## config.mk

```make
export PLATFORM = sky130hd
export DESIGN_NAME = cpu_control_seq
export DESIGN_NICKNAME = d
export VERILOG_FILES = /design/src/rtl/cpu_control_seq.sv
export SDC_FILE = /design/constraint.sdc
export NUM_CORES = 1
export LEC_CHECK = 0
export CORE_ASPECT_RATIO = 0.7
export CORE_MARGIN = 2
export CORE_UTILIZATION = 38
export CTS_CLUSTER_SIZE = 20
export DETAILED_ROUTE_END_ITERATION = 6
export PLACE_DENSITY = 0.88
export SKIP_LAST_GASP = 1
export SLEW_MARGIN = 10
export SYNTH_ARGS = -nofsm -noshare
export SYNTH_HDL_FRONTEND = slang
export SYNTH_SLANG_ARGS = --single-unit
```

## constraint.sdc

```tcl
create_clock -name clock -period 4.5 [get_ports clock]
set_input_delay 0.675 -clock clock [delete_from_list [all_inputs] [get_ports clock]]
set_output_delay 0.675 -clock clock [all_outputs]
set_load 0.05 [all_outputs]
```

## src/rtl/cpu_control_seq.sv

```systemverilog
`default_nettype none
// ============================================================================
// Module      : cpu_control_seq
// Description : Hardwired Moore control unit for the 32-bit DataPath.
//               Sequences instruction fetch (T0-T2), decode (T3) and
//               execute (T4-T7) for R-format ALU, immediate ALU, ld, st,
//               nop and halt. Every output is decoded from the current
//               state plus the IR fields latched in the DataPath, so at
//               most one source drives the internal bus in any cycle.
//
// Ports       : clock      - system clock, rising-edge active
//               clear      - synchronous active-high reset (to RST)
//               IR         - instruction register contents
//                            opcode=[31:27] Ra=[26:23] Rb=[22:19] Rc=[18:15]
//               mem_ready  - memory finishes the current Read/Write
//               Rin/Rout   - one-hot GPR load / bus-drive selects
//               PCout..Cout- DataPath strobes
//               Read/Write - memory strobes (Read also muxes MDR input)
//               alu_op     - ALU operation code, valid in T4 only
//               run        - high in T0..T7
//               illegal    - one-cycle pulse on undefined opcode in T3
//               state_dbg  - state encoding: RST=0, T0..T7=1..8, HALT=9
//
// Revision    : 1.0 - initial release
// ============================================================================
module cpu_control_seq #(
    parameter int NREG = 16,
    parameter int OPW  = 5
) (
    input  logic            clock,
    input  logic            clear,
    input  logic [31:0]     IR,
    input  logic            mem_ready,
    output logic [NREG-1:0] Rin,
    output logic [NREG-1:0] Rout,
    output logic            PCout,
    output logic            PCin,
    output logic            IncPC,
    output logic            MARin,
    output logic            MDRin,
    output logic            MDRout,
    output logic            IRin,
    output logic            Yin,
    output logic            Zin,
    output logic            Zlo_out,
    output logic            Cout,
    output logic            Read,
    output logic            Write,
    output logic [OPW-1:0]  alu_op,
    output logic            run,
    output logic            illegal,
    output logic [3:0]      state_dbg
);

    // ------------------------------------------------------------------------
    // State encoding
    // ------------------------------------------------------------------------
    typedef enum logic [3:0] {
        ST_RST  = 4'd0,
        ST_T0   = 4'd1,
        ST_T1   = 4'd2,
        ST_T2   = 4'd3,
        ST_T3   = 4'd4,
        ST_T4   = 4'd5,
        ST_T5   = 4'd6,
        ST_T6   = 4'd7,
        ST_T7   = 4'd8,
        ST_HALT = 4'd9
    } state_t;

    // ------------------------------------------------------------------------
    // Opcodes and fixed ALU codes
    // ------------------------------------------------------------------------
    localparam logic [4:0] c_OP_LD     = 5'b00000;
    localparam logic [4:0] c_OP_ST     = 5'b00001;
    localparam logic [4:0] c_OP_ALU_LO = 5'b00011;  // add
    localparam logic [4:0] c_OP_ALU_HI = 5'b01010;  // rol
    localparam logic [4:0] c_OP_ADDI   = 5'b01100;
    localparam logic [4:0] c_OP_ANDI   = 5'b01101;
    localparam logic [4:0] c_OP_ORI    = 5'b01110;
    localparam logic [4:0] c_OP_NOP    = 5'b11010;
    localparam logic [4:0] c_OP_HALT   = 5'b11011;

    localparam logic [4:0] c_ALU_ADD   = 5'b00011;
    localparam logic [4:0] c_ALU_AND   = 5'b00101;
    localparam logic [4:0] c_ALU_OR    = 5'b00110;

    // ------------------------------------------------------------------------
    // State register
    // ------------------------------------------------------------------------
    state_t r_state_q;
    state_t w_state_d;

    always_ff @(posedge clock) begin
        if (clear) begin
            r_state_q <= ST_RST;
        end else begin
            r_state_q <= w_state_d;
        end
    end

    // ------------------------------------------------------------------------
    // IR field extraction and instruction classification
    // ------------------------------------------------------------------------
    logic [4:0] w_opcode;
    logic [3:0] w_ra;
    logic [3:0] w_rb;
    logic [3:0] w_rc;
    logic       w_unused_ir;

    assign w_opcode = IR[31:27];
    assign w_ra     = IR[26:23];
    assign w_rb     = IR[22:19];
    assign w_rc     = IR[18:15];
    // The constant field is consumed by the DataPath on Cout, not here.
    assign w_unused_ir = ^IR[14:0];

    logic w_is_ld;
    logic w_is_st;
    logic w_is_alu;
    logic w_is_imm;
    logic w_is_nop;
    logic w_is_halt;
    logic w_is_mem;
    logic w_is_ill;

    always_comb begin
        w_is_ld   = (w_opcode == c_OP_LD);
        w_is_st   = (w_opcode == c_OP_ST);
        w_is_alu  = (w_opcode >= c_OP_ALU_LO) && (w_opcode <= c_OP_ALU_HI);
        w_is_imm  = (w_opcode == c_OP_ADDI) || (w_opcode == c_OP_ANDI) ||
                    (w_opcode == c_OP_ORI);
        w_is_nop  = (w_opcode == c_OP_NOP);
        w_is_halt = (w_opcode == c_OP_HALT);
        w_is_mem  = w_is_ld || w_is_st;
        w_is_ill  = !(w_is_mem || w_is_alu || w_is_imm || w_is_nop || w_is_halt);
    end

    // Immediate-format and address-calculation ALU code.
    logic [4:0] w_imm_alu;

    always_comb begin
        w_imm_alu = c_ALU_ADD;
        if (w_opcode == c_OP_ANDI) begin
            w_imm_alu = c_ALU_AND;
        end else if (w_opcode == c_OP_ORI) begin
            w_imm_alu = c_ALU_OR;
        end
    end

    // Register-index to one-hot select.
    function automatic logic [NREG-1:0] onehot(input logic [3:0] idx);
        return NREG'(1) << idx;
    endfunction

    // ------------------------------------------------------------------------
    // Next-state and output decode
    // ------------------------------------------------------------------------
    always_comb begin
        w_state_d = r_state_q;
        Rin       = '0;
        Rout      = '0;
        PCout     = 1'b0;
        PCin      = 1'b0;
        IncPC     = 1'b0;
        MARin     = 1'b0;
        MDRin     = 1'b0;
        MDRout    = 1'b0;
        IRin      = 1'b0;
        Yin       = 1'b0;
        Zin       = 1'b0;
        Zlo_out   = 1'b0;
        Cout      = 1'b0;
        Read      = 1'b0;
        Write     = 1'b0;
        alu_op    = '0;
        run       = 1'b1;
        illegal   = 1'b0;

        case (r_state_q)
            ST_RST: begin
                run       = 1'b0;
                w_state_d = ST_T0;
            end

            // Fetch: MAR <- PC, Z <- PC + 1 in the same cycle.
            ST_T0: begin
                PCout     = 1'b1;
                MARin     = 1'b1;
                IncPC     = 1'b1;
                Zin       = 1'b1;
                w_state_d = ST_T1;
            end

            // PC <- Z and MDR <- M[MAR]. All four strobes are held during
            // the wait; Z is stable so reloading PC each cycle is benign.
            ST_T1: begin
                Zlo_out = 1'b1;
                PCin    = 1'b1;
                Read    = 1'b1;
                MDRin   = 1'b1;
                if (mem_ready) begin
                    w_state_d = ST_T2;
                end
            end

            ST_T2: begin
                MDRout    = 1'b1;
                IRin      = 1'b1;
                w_state_d = ST_T3;
            end

            // Decode: IR now holds the new instruction.
            ST_T3: begin
                if (w_is_alu || w_is_imm || w_is_mem) begin
                    Rout      = onehot(w_rb);
                    Yin       = 1'b1;
                    w_state_d = ST_T4;
                end else if (w_is_halt) begin
                    w_state_d = ST_HALT;
                end else begin
                    illegal   = w_is_ill;
                    w_state_d = ST_T0;
                end
            end

            ST_T4: begin
                if (w_is_alu) begin
                    Rout   = onehot(w_rc);
                    alu_op = OPW'(w_opcode);
                end else begin
                    Cout   = 1'b1;
                    alu_op = OPW'(w_imm_alu);
                end
                Zin       = 1'b1;
                w_state_d = ST_T5;
            end

            ST_T5: begin
                Zlo_out = 1'b1;
                if (w_is_mem) begin
                    MARin     = 1'b1;
                    w_state_d = ST_T6;
                end else begin
                    Rin       = onehot(w_ra);
                    w_state_d = ST_T0;
                end
            end

            // ld: MDR <- M[MAR] with wait. st: MDR <- Ra from the bus.
            ST_T6: begin
                MDRin = 1'b1;
                if (w_is_ld) begin
                    Read = 1'b1;
                    if (mem_ready) begin
                        w_state_d = ST_T7;
                    end
                end else begin
                    Rout      = onehot(w_ra);
                    w_state_d = ST_T7;
                end
            end

            ST_T7: begin
                if (w_is_ld) begin
                    MDRout    = 1'b1;
                    Rin       = onehot(w_ra);
                    w_state_d = ST_T0;
                end else begin
                    Write = 1'b1;
                    if (mem_ready) begin
                        w_state_d = ST_T0;
                    end
                end
            end

            ST_HALT: begin
                run       = 1'b0;
                w_state_d = ST_HALT;
            end

            default: begin
                run       = 1'b0;
                w_state_d = ST_RST;
            end
        endcase
    end

    assign state_dbg = r_state_q;

endmodule
`default_nettype wire

```

# Yosys cells after proc, flatten, opt, wreduce, memory -nomap -nowiden
# Cells that the tools add are included.
[totals]
ff_bits = 4
latch_bits = 0
mem_bits_rw = 0
romBits = 0
out_inout_bits = 56
elab_cells = 83
memories = 0
[op_classes]
n_addsub = 0
n_mul = 0
n_div = 0
n_lt_le_gt_ge = 2
n_eq_ne = 18
shifts = 3
muxes = 41
bitwise = 0
n_reduce_logical = 18
[op_table]
columns = ["cell", "count"]
rows = [
  ["two-way mux 16 bit", 5],
  ["one-hot mux 16 bit (3 select lines)", 1],
  ["<< shifter 1 x 4 -> 16 bit (first input constant)", 3],
  ["one-hot mux 4 bit (10 select lines)", 1],
  ["one-hot mux 16 bit (2 select lines)", 1],
  ["two-way mux 4 bit", 7],
  ["two-way mux 1 bit", 18],
  ["equality test 4 x 3 -> 1 bit (second input constant)", 4],
  ["equality test 5 x 4 -> 1 bit (second input constant)", 3],
  ["equality test 5 bit (second input constant)", 2],
  ["two-way mux 5 bit", 2],
  ["logical OR 1 bit", 9],
  ["two-way mux 3 bit", 3],
  ["equality test 4 x 2 -> 1 bit (second input constant)", 2],
  ["equality test 4 bit (second input constant)", 2],
  ["OR reduction 8 bit", 1],
  ["!= test 3 bit (second input constant)", 2],
  ["one-hot mux 1 bit (2 select lines)", 3],
  ["OR reduction 2 bit", 3],
  ["equality test 5 x 1 -> 1 bit (second input constant)", 1],
  [">= comparator 5 x 2 -> 1 bit (second input constant)", 1],
  ["<= comparator 5 x 4 -> 1 bit (second input constant)", 1],
  ["logical NOT 5 bit", 1],
  ["equality test 4 x 1 -> 1 bit (second input constant)", 1],
  ["other kinds (5)", 5],
]

# Depth between registers and ports, before layout
[logic_depth]
word_depth = 10
ltp_mapped = 6
ltp_nobuf = 4

# Worst setup path before layout
# No wires, ideal clock.
[synth_timing]
path_type = "reg-to-output"
from = "register r_state_q[2], in the netlist state_dbg[2]"
to = "output alu_op[2]"
arrival_time_ns = 3.557
required_time_ns = 3.825
setup_slack_ns = 0.268
path_stages_with_launch = 5
path_buffers = 2
cell_sequence = "dfxtp_1 buf_2 nand4bb_1 clkbuf_1 a2111oi_0"
[synth_via]
elab_chain_len = 2
[synth_rtl]
columns = ["element", "line_no", "rtl"]
rows = [
  ["start, declared", "91", "state_t r_state_q;"],
  ["start signal, assigned", "98", "r_state_q <= w_state_d;"],
  ["equality test 4 x 3 -> 1 bit", "180", "case (r_state_q)"],
  ["two-way mux 5 bit", "180", ""],
  ["end, declared", "49", "output logic [OPW-1:0] alu_op,"],
]
# Every way passes these cells.

# Final worst setup path
[layout_timing]
from = "input IR[28]"
to = "output Rout[7]"
[layout_via]
elab_chain_len = 7
[layout_rtl]
columns = ["element", "line_no", "rtl"]
rows = [
  ["start, declared", "32", "input logic [31:0] IR,"],
  ["parallel branches: the longest is 6 deep, another holds >= comparator 5 x 2 -> 1 bit", "-", ""],
  ["one-hot mux 16 bit (3 select lines) *", "180", ""],
  ["end, declared", "35", "output logic [NREG-1:0] Rout,"],
]
# Every way passes the cells marked *.

==> metrics.txt <==
Startpoint Class input pin; HP Class register to register; fraction of layout cells with a size suffix above 1 13.7%; first-pass GRT wire length about 7000 microns; post_cts resized 0; clock buffer depth 2; synth warn 0; # diodes 0; Synth cell types 46; Fmax roughly 250 MHz; most used cell, CP clkdlybuf4s50_1; IO Count 91; CTS H-tree depth 1; sequential cell area fraction in the yosys report under 10%; Post-synth top cells 31 x nor2_1, 26 x nand3_1, 12 x o211ai_1; Final min period approximately 4 ns; core area roughly 3100 sq um; Port Buffer Count 74; max reg flops 4; Post-Synthesis Cells 203; maximum vdd ir drop about 100 uV; Overall Global Routing Usage a little under a quarter; Post-CTS Hold Buffers 0; status complete, no violations; CTS tree done; final period utilization between 90% and 100%; actual slew at the worst max-slew pin 0.652 ns; HPWL Detailed between 3000 and 4000 microns; Root Driver clkbuf_8; Core Rows 17; Pleak 0.686 nW; Iter 0 DRT Violations ~110; Final Skew around 0.0028 ns; NumNets Final ~310; crit path max fanout 9; Slew Limit Fails 0; grt total ovfl 0; Max-Cap Viols 0; Worst-path clk slew 0.03 ns; Area after DPL 1940 sq um; setup bufs post-CTS 0; Chip Height 51.7 microns; final hold vios 0; post-route total power about 0.30 mW; vias in the first global route approximately 1600; Die Wd around 72 microns; RSZ-0062 raised after global routing false; Vias per Instance ~5.9; antenna violations before repair 0; setup TNS 0 ns; design area about 2000 sq um; initial core utilization 39.5%; Rel. slew slack between 50% and 60%; Synth area leaders nand3_1 11%, nor2_1 9.4%, o211ai_1 7.3%; CP Class input pin to output port; Synth async-reset ratio 0%; via count between 1500 and 2000; Worst-Skew Late Latency around 0.22 ns; DRC viols 0; most common cell in the synthesized netlist nor2_1; final setup vio count 0; DRT Wirelength ~4400 microns; P&R area growth vs syn 60.5%; PD cells ~150 nW/um^2; WP data arrival ~3.4 ns; biggest cell delay along the critical path 0.85 ns; Synthesized Nets 238; critical path, cell by cell clkdlybuf4s50_1, a21oi_1, xnor2_1, nand3_1, o211ai_1, clkdlybuf4s50_1; die area roughly 3700 sq um; clk sinks 4; Synth top area share between 10% and 20%; area leader, netlist nand3_1; wire per inst about 14 microns; Slowest cell on crit path clkdlybuf4s50_1; Most used DFF post-synth dfxtp_1; DR pass1 iterations 5; Post-synth EDFFs 0; syn_area_per_cell 6.08 sq um; synthesized area 1230 sq um; pin count of the biggest net entering global routing 20; post-route ant nets 0; routability cong. 0.901; #FFs+latches synth 4; Setup crit end kind output port; Critical Path RT between 3 and 4 ns; CTS buffer count 3
per-stage QoR:
step                      utilization (%)  hold slack (ns)  setup WS [ns]  instances
after floorplan                         -            0.754          0.268        203
after global placement               62.0            0.776          0.515        305
after detailed placement             62.0            0.782          0.477        305
after CTS                            63.3            0.775          0.472        308
after global routing                 63.3            0.865          0.258        308
final                                63.3            0.771          0.426        308
placed cells by master, fill, tap and decap left out, types with 3 or more instances in the layout:
cell type and count:
inv_1 9, nor3_1 8, buf_4 25, or2_2 5
nor4_1 5, o21ai_0 8, clkbuf_8 3, nand2_1 8
nand2b_1 10, nor2b_1 7, a21oi_1 4, clkdlybuf4s50_1 55
o221ai_1 5, nor2_1 31, o211ai_1 12, nand4_1 8
xnor2_1 3, dfxtp_1 4, nand3_1 26
final timing paths:
path,cells after the start,slack [ns],start,to
max reg2reg,4,2.68,state_dbg[0]$_SDFFE_PP0P_,state_dbg[3]$_SDFFE_PP0P_
min reg2reg,2,0.77,state_dbg[3]$_SDFFE_PP0P_,state_dbg[0]$_SDFFE_PP0P_
min,2,0.77,state_dbg[3]$_SDFFE_PP0P_,state_dbg[0]$_SDFFE_PP0P_
max,6,0.43,IR[28],Rout[7]
logic make-up (layout without fill, tap and decap cells):
| family | after synthesis | after routing | share of synthesized area, % |
|---|---|---|---|
| AND/OR/NAND/NOR | 125 | 125 | 55.3 |
| AO/OA/AOI/OAI | 44 | 44 | 25.8 |
| buffers and inverters | 25 | 92 | 9.23 |
| flip-flops | 4 | 4 | 6.49 |
| XOR/XNOR | 3 | 3 | 2.13 |
| other | 1 | 1 | 0.304 |
| multiplexers | 1 | 1 | 0.811 |
final cells by class:
cell class / instances / area (sq um)
fillers: 307 / 1150
multi-input cells: 174 / 1040
repair buffers: 80 / 738
flip-flops and latches: 4 / 80.1
well taps: 38 / 47.5
clock buffers: 3 / 41.3
inverters: 9 / 33.8
power breakdown:
part | total [mW] | switching, mW | leakage, nW | internal (mW)
sequential | 0.0462 | 0.00785 | 0.0328 | 0.0383
clock | 0.0783 | 0.0211 | 0.0216 | 0.0572
combinational | 0.174 | 0.111 | 0.632 | 0.0628
per-layer routing:
metal	global-route usage, %	up-vias	share of wire, %	wire length, microns
met5	0	-	0	0
met4	7.86	0	0.62	27
met3	4.84	2	9.7	424
met2	35.2	99	41	1790
met1	33.8	828	49	2130
li1	-	902	-	-
critical path: cells and delay by family:
family          cells  cell delay (ns)
xor+xnor            1             0.52
compound gates      2             0.41
simple gates        1             0.32
buf+inv             2             1.46
Power figures use the tool's default switching activity.
